## src/rtl/div_unit_e_pkg.sv

```systemverilog
// Shared definitions for the E-stage divider: FSM states, widths and HI/LO
// field positions. Imported by div_step and div_unit_e.
package div_unit_e_pkg;

  localparam int DIV_WIDTH = 32;
  localparam int DIV_CNT_W = $clog2(DIV_WIDTH);

  localparam int LO_LSB = 0;
  localparam int LO_MSB = DIV_WIDTH - 1;
  localparam int HI_LSB = DIV_WIDTH;
  localparam int HI_MSB = 2 * DIV_WIDTH - 1;

  typedef enum logic [1:0] {
    DIV_IDLE,
    DIV_BUSY,
    DIV_DONE
  } div_state_e;

endpackage

```

## src/rtl/div_unit_e_div_step.sv

```systemverilog
// One radix-2 restoring divide iteration, purely combinational.
// Ports: rem/quo/divisor in -> rem_nxt/quo_nxt out.
module div_step
  import div_unit_e_pkg::*;
#(
  parameter int WIDTH = DIV_WIDTH
) (
  input  logic [WIDTH-1:0] rem,
  input  logic [WIDTH-1:0] quo,
  input  logic [WIDTH-1:0] divisor,
  output logic [WIDTH-1:0] rem_nxt,
  output logic [WIDTH-1:0] quo_nxt
);

  logic [WIDTH:0] sh;
  logic [WIDTH:0] diff;
  logic           borrow;

  // One extra bit so the shifted partial remainder never overflows.
  assign sh     = {rem, quo[WIDTH-1]};
  assign diff   = sh - {1'b0, divisor};
  assign borrow = diff[WIDTH];

  always_comb begin
    rem_nxt = diff[WIDTH-1:0];
    if (borrow) rem_nxt = sh[WIDTH-1:0];
  end

  assign quo_nxt = {quo[WIDTH-2:0], ~borrow};

endmodule

```

## src/rtl/div_unit_e.sv

```systemverilog
// E-stage iterative DIV/DIVU unit: stall, {HI,LO} result and done flag.
// Ports: clk, rst(n), flushE, stall_extE, div_*E in; div_stallE/resultE/doneE.
// Option: DIV_EARLY_OUT_EN skips iteration when |a| < |b| and b != 0.
module div_unit_e
  import div_unit_e_pkg::*;
#(
  parameter int WIDTH = DIV_WIDTH
) (
  input  logic               clk,
  input  logic               rst,
  input  logic               flushE,
  input  logic               stall_extE,
  input  logic               div_validE,
  input  logic               div_signedE,
  input  logic [WIDTH-1:0]   srcaE,
  input  logic [WIDTH-1:0]   srcbE,
  output logic               div_stallE,
  output logic [2*WIDTH-1:0] div_resultE,
  output logic               div_doneE
);

  localparam int CW = $clog2(WIDTH);

  div_state_e       state;
  logic [CW-1:0]    cnt;
  logic [WIDTH-1:0] rem;
  logic [WIDTH-1:0] quo;
  logic [WIDTH-1:0] dvsr;
  logic [WIDTH-1:0] a_raw;
  logic             neg_q;
  logic             neg_r;
  logic             by_zero;

  logic [WIDTH-1:0] a_abs;
  logic [WIDTH-1:0] b_abs;
  logic [WIDTH-1:0] rem_nxt;
  logic [WIDTH-1:0] quo_nxt;
  logic [WIDTH-1:0] q_fix;
  logic [WIDTH-1:0] r_fix;

  assign a_abs = (div_signedE & srcaE[WIDTH-1]) ? -srcaE : srcaE;
  assign b_abs = (div_signedE & srcbE[WIDTH-1]) ? -srcbE : srcbE;

  div_step #(.WIDTH(WIDTH)) u_step (
    .rem     (rem),
    .quo     (quo),
    .divisor (dvsr),
    .rem_nxt (rem_nxt),
    .quo_nxt (quo_nxt)
  );

  assign q_fix = neg_q ? -quo_nxt : quo_nxt;
  assign r_fix = neg_r ? -rem_nxt : rem_nxt;

  // Gated by rst so the pipeline never sees a stall while in reset.
  assign div_stallE = rst & div_validE & ~flushE
                    & (state != DIV_DONE);

  always_ff @(posedge clk or negedge rst) begin
    if (!rst) begin
      state       <= DIV_IDLE;
      cnt         <= '0;
      rem         <= '0;
      quo         <= '0;
      dvsr        <= '0;
      a_raw       <= '0;
      neg_q       <= 1'b0;
      neg_r       <= 1'b0;
      by_zero     <= 1'b0;
      div_resultE <= '0;
      div_doneE   <= 1'b0;
    end else if (flushE) begin
      state     <= DIV_IDLE;
      div_doneE <= 1'b0;
    end else begin
      unique case (state)
        DIV_IDLE: begin
          if (div_validE) begin
            rem     <= '0;
            quo     <= a_abs;
            dvsr    <= b_abs;
            a_raw   <= srcaE;
            neg_q   <= div_signedE
                     & (srcaE[WIDTH-1] ^ srcbE[WIDTH-1]);
            neg_r   <= div_signedE & srcaE[WIDTH-1];
            by_zero <= (srcbE == '0);
            cnt     <= '0;
`ifdef DIV_EARLY_OUT_EN
            if ((srcbE != '0) && (a_abs < b_abs)) begin
              state       <= DIV_DONE;
              div_resultE <= {srcaE, {WIDTH{1'b0}}};
              div_doneE   <= 1'b1;
            end else begin
              state <= DIV_BUSY;
            end
`else
            state <= DIV_BUSY;
`endif
          end
        end
        DIV_BUSY: begin
          rem <= rem_nxt;
          quo <= quo_nxt;
          cnt <= cnt + 1'b1;
          if (cnt == CW'(WIDTH - 1)) begin
            state     <= DIV_DONE;
            div_doneE <= 1'b1;
            // b == 0: raw dividend in HI, all-ones in LO, no sign fix.
            if (by_zero)
              div_resultE <= {a_raw, {WIDTH{1'b1}}};
            else
              div_resultE <= {r_fix, q_fix};
          end
        end
        DIV_DONE: begin
          if (!stall_extE) begin
            state     <= DIV_IDLE;
            div_doneE <= 1'b0;
          end
        end
        default: state <= DIV_IDLE;
      endcase
    end
  end

endmodule

```

## config.mk

```make
export PLATFORM = sky130hd
export DESIGN_NAME = div_unit_e
export DESIGN_NICKNAME = d
export VERILOG_FILES = /design/src/rtl/div_unit_e_pkg.sv /design/src/rtl/div_unit_e_div_step.sv /design/src/rtl/div_unit_e.sv
export SDC_FILE = /design/constraint.sdc
export NUM_CORES = 1
export LEC_CHECK = 0
export ABC_AREA = 1
export CORE_MARGIN = 2
export CORE_UTILIZATION = 35
export DETAILED_ROUTE_END_ITERATION = 8
export GPL_TIMING_DRIVEN = 1
export PLACE_DENSITY = 0.51
export SKIP_LAST_GASP = 1
export SLEW_MARGIN = 20
export SYNTH_ARGS = -nofsm -noshare
export SYNTH_HDL_FRONTEND = slang
export SYNTH_SLANG_ARGS = --single-unit
```

## constraint.sdc

```tcl
create_clock -name clk -period 10.7 [get_ports clk]
set_clock_uncertainty 0.2 [all_clocks]
set_input_delay 1.07 -clock clk [delete_from_list [all_inputs] [get_ports clk]]
set_output_delay 1.07 -clock clk [all_outputs]
set_load 0.05 [all_outputs]
```

==> results of run 1 <==
## tightest hold or removal path, stage by stage (launching register included)
cell and delay (ps):
dfrtp_1 340, nand2_1 50, nand2_1 50
## metrics by stage
step | worst slack, ps | cells | utilization, % | power [W] | hold WS, ps
final | 5890 | 2800 | 41.9 | 0.00467 | 276
after global routing | 5460 | 2800 | 41.9 | 0.00508 | 287
after CTS | 5930 | 2800 | 41.9 | 0.00467 | 280
after detailed placement | 5950 | 2752 | 39.9 | 0.00381 | 264
after global placement | 6040 | 2752 | 39.9 | 0.00381 | 259
after floorplan | 6610 | 2145 | - | 0.00306 | 244
## final cells by class
| class | count | share of cell area [%] |
|---|---|---|
| inverters | 328 | 7.22 |
| clock inverters | 10 | 0.403 |
| well taps | 532 | 3.90 |
| repair buffers | 146 | 8.43 |
| flip-flops and latches | 203 | 29.8 |
| multi-input cells | 1543 | 45.9 |
| clock buffers | 38 | 4.37 |
## state kept, by name, indices dropped and copies added, names as in the netlist
name / cells
a_raw: 32
by_zero: 1
cnt: 5
div_doneE: 1
div_resultE: 64
dvsr: 32
neg_q: 1
neg_r: 1
quo: 32
rem: 32
state: 2
## synthesized netlist by cell type, types with 3 or more instances
cell,instances
o21ai_0,191
nand4_1,21
nor4_1,11
inv_1,315
clkinv_1,4
buf_2,4
nor2_2,18
o211ai_1,29
buf_6,4
o22ai_1,27
nor3_1,23
nand2_2,28
a31oi_1,18
xnor2_1,23
nand3b_1,5
xor2_1,46
clkbuf_1,60
o21ai_1,22
nand3_1,129
o31ai_1,6
ha_1,38
nand2_1,616
dfrtp_1,203
o21bai_1,3
and2_1,3
nand2_4,14
nor2_1,162
a21oi_1,78
inv_2,9
nor2_4,4
o21ai_2,4
or2_2,4
## kinds of logic (layout without fill, tap and decap cells)
kind of cell	after synthesis	in the layout	share of synthesized area, %
XOR/XNOR	69	69	4.18
adder cells (fa/ha/maj)	39	39	3.43
flip-flops	203	203	35.2
AND/OR/NAND/NOR	1047	1047	31.6
buffers and inverters	399	522	10.7
AO/OA/AOI/OAI	388	388	14.9
## worst max-delay path by stage
stage                        from               to  slack [ps]  cells past startpoint
after detailed placement  quo[31]  div_resultE[16]        5950                     26
after global routing      quo[31]  div_resultE[16]        5460                     26
final                     quo[31]  div_resultE[16]        5890                     26
after global placement    quo[31]  div_resultE[16]        6040                     26
after CTS                 quo[31]  div_resultE[16]        5930                     26
after floorplan           quo[31]  div_resultE[16]        6610                     27
## placed cells by master (no fill, tap or decap), types with 18 or more instances in the layout
master / instances
a21oi_1: 78
a31oi_1: 18
clkbuf_16: 26
clkdlybuf4s50_1: 134
dfrtp_1: 202
ha_1: 38
inv_1: 315
nand2_1: 614
nand2_2: 29
nand3_1: 129
nand4_1: 21
nor2_1: 162
nor2_2: 18
nor3_1: 23
o211ai_1: 29
o21ai_0: 191
o21ai_1: 22
o22ai_1: 27
xnor2_1: 23
xor2_1: 46
## metal layers
layer  track usage, %  share of wire (%)  up-vias
met5                0                  0        -
met4             6.31                2.4        0
met3             2.73                5.1       73
met2             34.9                 43      390
met1             34.3                 50     6726
li1                 -                  -     7092
## power groups by stage
stage / Sequential, W / Combinational (W) / Clock, W
CTS: 0.00104 / 0.00277 / 0.000863
finish: 0.00104 / 0.00279 / 0.000842
global placement: 0.00105 / 0.00276 / 0
floorplan: 0.00101 / 0.00205 / 0
detailed placement: 0.00105 / 0.00276 / 0
global route: 0.00105 / 0.00313 / 0.000895
==> summary.txt, run 1 <==
Status
  • Outcome: finished, final reports clean

Clock tree
  • Clock sinks: 203
  • Skew-Pair Late Insertion Delay: 570 ps
  • CTS Buffer Depth: 3
  • CTS tree: built
  • Clock buffer count from CTS: 26
  • Resize count post-CTS: 0
  • Worst-path clk slew: 60 ps
  • Post-CTS setup buffer count: 0
  • Hold Buf Count CTS: 0
  • Htree depth: 1
  • Root Driver: clkbuf_16

Place
  • Hpwl dp: 38700 microns
  • Final GP Congestion: 0.910
  • Placed cell areas: 16200 sq um
  • Port Buf Inserts: 135

Critical path
  • Arrival @ worst endpoint: 5060 ps
  • R2R Path End: div_resultE[16]
  • Critical-path top delay cell: fa_1
  • Crit path max fanout: 21
  • Cell mode on critical path: nand2_4
  • Reg2Reg Launch Point: quo[31]
  • Cells on worst reg2reg path: 26
  • Crit-path leading delay family: simple AND/OR/NAND/NOR gates
  • Worst path required time: 10950 ps
  • Critical path class: reg2reg
  • Worst Path Buf+Inv: 4
  • Nature of the critical path endpoint: flop
  • Largest stage delay on the critical path: 420 ps
  • Worst setup SP type: flop
  • Reg2Reg Setup Slack: 5890 ps

Yosys
  • Synth Cell Area: 14400 sq um
  • Mapped Nets: 2254
  • FFs w/ async S/R, synth: 100%
  • Synth Register Bits: 203
  • Post-synth EDFFs: 0
  • Post-synthesis sequential area ratio: 35.2%
  • Count of cell types in the netlist: 51
  • Warnings, synthesis: 0
  • Synth area leader: dfrtp_1
  • Top cell type's share of synthesized area: 35.2%
  • Mapped Cells: 2145
  • Mean Syn Cell Area: 6.73 sq um
  • Synth Flop Type: dfrtp_1
  • Synth top area cells: dfrtp_1 (35%), nand2_1 (16%), inv_1 (8.2%)

Timing
  • Fin. max-slew vios: 0
  • Time the worst path needs with I/O delays and setup: 4810 ps
  • Slew at the pin closest to its max-slew limit: 1070 ps
  • Rel. slew slack: 28.4%
  • Hold Vio Cnt, Final: 0
  • Period utilization: 44.9%
  • Final setup fails: 0
  • Fmax: 0.208 GHz
  • Sum Neg Setup Slack: 0 ps
  • RSZ-0062 raised after global routing: false

Drt
  • Drt first pass iters: 5
  • ANT nets after route: 0
  • Routed WL per cell: 17.9 microns
  • Iteration-0 DRC count of the detailed router: 1036
  • Avg Vias per Cell: 5.10
  • Wirelength, routed: 50100 microns
  • Vias: 14281
  • Number of remaining DRC errors: 0

Final layout
  • Finished Cell Area: 17100 sq um
  • Layout cell share with drive strength beyond 1: 6.44%
  • Area of the multi-input gates: 7830 sq um
  • Layout area overhead: 18.1%
  • Filler Cell Count: 4372
  • Total Nets Final: 2357
  • Antenna diodes: 0
  • FF/Latch Area: 5080 sq um

Floorplan
  • Number of placement rows: 74
  • Die Wd: 207 microns
  • Core footprint: 40700 sq um
  • Die height: 207 microns
  • Die ar.: 42900 sq um
  • Ports: 136
  • Starting Density: 35.4%

Flow run
  • Max-cap viol count: 0

Power and ir drop
  • Clock power share: 18.0%
  • PD cells: 274 nW/um^2
  • Switching Fraction: 51.4%
  • Worst ir drop on vdd: 0.127 mV
  • Sequential share of power: 22.2%
  • Leakage: 8.67 nW
  • Internal power: 0.00227 W
  • Switching power of the nets: 0.00240 W
  • Combinational power share: 59.7%

Hold path
  • Worst hold endpoint: a_raw[19]
  • Worst Hold Depth: 2
  • Hold WC Path Type: reg2reg
  • Min-Delay Startpoint: a_raw[19]

Global route
  • Pin count of the biggest net entering global routing: 109
  • Vias in the first global route: 13762
  • Initial antenna violation count: 0
  • First-pass GRT wire length: 78300 microns
  • Grt ovf: 0
  • GRT Util Overall: 23.0%
Note: power is estimated with default switching activity, not from simulation.
==> run 2: changes to the inputs <==
==> constraint.sdc (replaced) <==
create_clock -name clk -period 4.87 [get_ports clk]
set_clock_uncertainty 0.2 [all_clocks]
set_input_delay 0.487 -clock clk [delete_from_list [all_inputs] [get_ports clk]]
set_output_delay 0.487 -clock clk [all_outputs]
set_load 0.05 [all_outputs]
==> run 2 against run 1 <==
Net effect: routed wire length up 0.27%; utilization up 0.31 points; clock-buffer cell count is 3 lower; sequential share of layout area fell by 0.22 points; non-clock buffer count increased by 6; critical path depth unchanged; die area unchanged; setup slack lost 5400 ps; fmax increased by 9.4%; global-route usage up 0.26 points.
==> summary.txt, run 2 (same netlist as run 1, synthesis figures left out) <==
Status
  • Outcome: finished, final reports clean (unchanged)

Timing
  • Fin. max-slew vios: 0 (unchanged)
  • Fmax: 0.228 GHz (was 0.208 GHz)
  • Hold Vio Cnt, Final: 0 (unchanged)
  • Slew at the pin closest to its max-slew limit: 990 ps (was 1070 ps)
  • Rel. slew slack: 34.0% (was 28.4%)
  • Sum Neg Setup Slack: 0 ps (unchanged)
  • Period utilization: 90.2% (was 44.9%)
  • Final setup fails: 0 (unchanged)
  • Final setup margin: 477 ps (was 5890 ps)
  • RSZ-0062 raised after global routing: false (unchanged)
  • Time the worst path needs with I/O delays and setup: 4390 ps (was 4810 ps)

Critical path
  • CP startpoint: quo[31] (unchanged)
  • Worst path required time: 5120 ps (was 10950 ps)
  • Cells on worst reg2reg path: 26 (unchanged)
  • R2R Path End: div_resultE[16] (unchanged)
  • Reg2Reg Launch Point: quo[31] (unchanged)
  • Critical path class: reg2reg (unchanged)
  • Arrival @ worst endpoint: 4640 ps (was 5060 ps)
  • Nature of the critical path endpoint: flop (unchanged)
  • Crit path max fanout: 9 (was 21)
  • Worst Setup EP: div_resultE[16] (unchanged)
  • Reg2Reg Setup Slack: 480 ps (was 5890 ps)
  • Worst setup SP type: flop (unchanged)

Power and ir drop
  • Combinational power share: 59.2% (was 59.7%)
  • Internal power: 0.00512 W (was 0.00227 W)
  • PD cells: 606 nW/um^2 (was 274 nW/um^2)
  • Switching Fraction: 50.9% (was 51.4%)
  • Sequential share of power: 21.7% (was 22.2%)
  • Switching power of the nets: 0.00530 W (was 0.00240 W)
  • Worst ir drop on vdd: 0.358 mV (was 0.127 mV)
  • Clock power share: 19.1% (was 18.0%)
  • Leakage: 8.72 nW (was 8.67 nW)

Final layout
  • Total Nets Final: 2363 (was 2357)
  • Layout cell share with drive strength beyond 1: 6.90% (was 6.44%)
  • Layout area overhead: 19.0% (was 18.1%)
  • Most frequent cells in the layout: nand2_1 (615), inv_1 (315), dfrtp_1 (202) (was nand2_1 (614), inv_1 (315), dfrtp_1 (202))
  • Most common cell after layout, fill and taps aside: nand2_1 (unchanged)
  • Finished Cell Area: 17200 sq um (was 17100 sq um)
  • Biggest register: div_resultE (unchanged)
  • Antenna diodes: 0 (unchanged)
  • Max reg flops: 64 (unchanged)
  • Final cell count without fillers: 2806 (was 2800)

Clock tree
  • CTS Buffer Depth: 3 (unchanged)
  • Htree depth: 1 (unchanged)
  • Clock sinks: 203 (unchanged)
  • Worst-path clk slew: 60 ps (about the same)
  • Root Driver: clkbuf_16 (unchanged)
  • Clock buffer count from CTS: 26 (unchanged)
  • Skew-Pair Late Insertion Delay: 560 ps (was 570 ps)
  • Post-CTS setup buffer count: 0 (unchanged)
  • CTS tree: built (unchanged)

Global route
  • Grt ovf: 0 (unchanged)
  • GRT Util Overall: 23.2% (was 23.0%)
  • Vias in the first global route: 13719 (was 13762)
  • Pin count of the biggest net entering global routing: 108 (was 109)
  • Initial antenna violation count: 1 (was 0)
  • First-pass GRT wire length: 79100 microns (was 78300 microns)

Drt
  • Vias: 14181 (was 14281)
  • Met2 WL: 22000 microns (was 21400 microns)
  • Highest metal used: met4 (unchanged)
  • M1 WL: 24600 microns (was 25000 microns)
  • Routed WL per cell: 17.9 microns (about the same)
  • Avg Vias per Cell: 5.05 (was 5.10)
  • ANT nets after route: 0 (unchanged)
  • Drt first pass iters: 5 (unchanged)
  • Met3 wire len: 2550 microns (about the same)
  • Iteration-0 DRC count of the detailed router: 1097 (was 1036)
  • Number of remaining DRC errors: 0 (unchanged)
  • Wirelength, routed: 50200 microns (was 50100 microns)

Floorplan
  • Die Wd: 207 microns (unchanged)
  • Die height: 207 microns (unchanged)
  • Die ar.: 42900 sq um (unchanged)
  • Number of placement rows: 74 (unchanged)
  • Core footprint: 40700 sq um (unchanged)
  • Starting Density: 35.4% (unchanged)
  • Ports: 136 (unchanged)

Hold path
  • Hold WC Path Type: in2async (was reg2reg)

Place
  • DP Cell Count: 2757 (was 2752)
  • DP Worst Slack: 326 ps (was 5950 ps)
  • Hpwl dp: 38800 microns (was 38700 microns)
  • Final GP Congestion: 0.925 (was 0.910)
  • Placed cell areas: 16300 sq um (was 16200 sq um)
  • Port Buf Inserts: 135 (unchanged)

Flow run
  • Max-cap viol count: 0 (unchanged)
==> run 2: stage by stage <==
stage / hold WS [ps] / utilization [%] / total power, W
floorplan: -8.59 / - / 0.00672
global placement: 209 / 40.0 / 0.00839
detailed placement: 209 / 40.0 / 0.00840
CTS: 180 / 42.2 / 0.0104
global route: 215 / 42.2 / 0.0114
finish: 185 / 42.2 / 0.0104
==> run 2: area by class of cell <==
class                           count  area, sq um
Clock buffer                       35          744
Clock inverter                     13          139
Fill cell                        4311        23600
Inverter                          328         1230
Multi-Input combinational cell   1543         7840
Sequential cell                   203         5080
Tap cell                          532          666
Timing Repair Buffer              152         1490
==> run 2: power by group through the flow <==
stage / clock network [W] / registers [W] / logic [W]
detailed placement: 0 / 0.00228 / 0.00612
CTS: 0.00204 / 0.00225 / 0.00615
finish: 0.00199 / 0.00226 / 0.00617
global placement: 0 / 0.00227 / 0.00612
global route: 0.00210 / 0.00229 / 0.00697
floorplan: 0 / 0.00222 / 0.00449
==> run 2: worst min path at each step <==
stage	startpoint	endpoint	slack, ps	cells past startpoint
after floorplan	rst	a_raw[0]	-9	0
after global placement	rst	dvsr[26]	210	1
after detailed placement	rst	dvsr[26]	210	1
after CTS	rst	dvsr[13]	180	2
after global routing	rst	dvsr[13]	220	2
final	rst	dvsr[26]	190	2
==> run 2: metal layers <==
| layer | vias to the layer above | global-route usage, % |
|---|---|---|
| met5 | - | 0 |
| met4 | 0 | 5.39 |
| met3 | 56 | 3.46 |
| met2 | 353 | 36.0 |
| met1 | 6689 | 34.0 |
| li1 | 7083 | - |
==> run 2: repair_timing <==
action,CTS,global route
gates resized for setup,0,3
setup endpoints to repair,0,6
hold buffers,1,0
hold endpoints to repair,25,0
==> run 2: worst max-delay path, stage by stage (launching register included) <==
cell	delay, ps
dfrtp_1	380
inv_1	70
ha_1	140
inv_1	70
fa_1	440
nand2_1	100
nand2_1	90
nand3_2	110
nand2_4	80
nand2_4	80
nand2_4	50
nand2_4	100
nand3_4	150
nand2_4	140
ha_1	170
inv_1	60
nor3_1	210
nand3_1	190
nor3_2	210
nand3_1	170
nor2_2	180
nand2_1	140
o31ai_2	240
o21ai_0	150
xor2_1	170
o22ai_1	110
inv_1	60
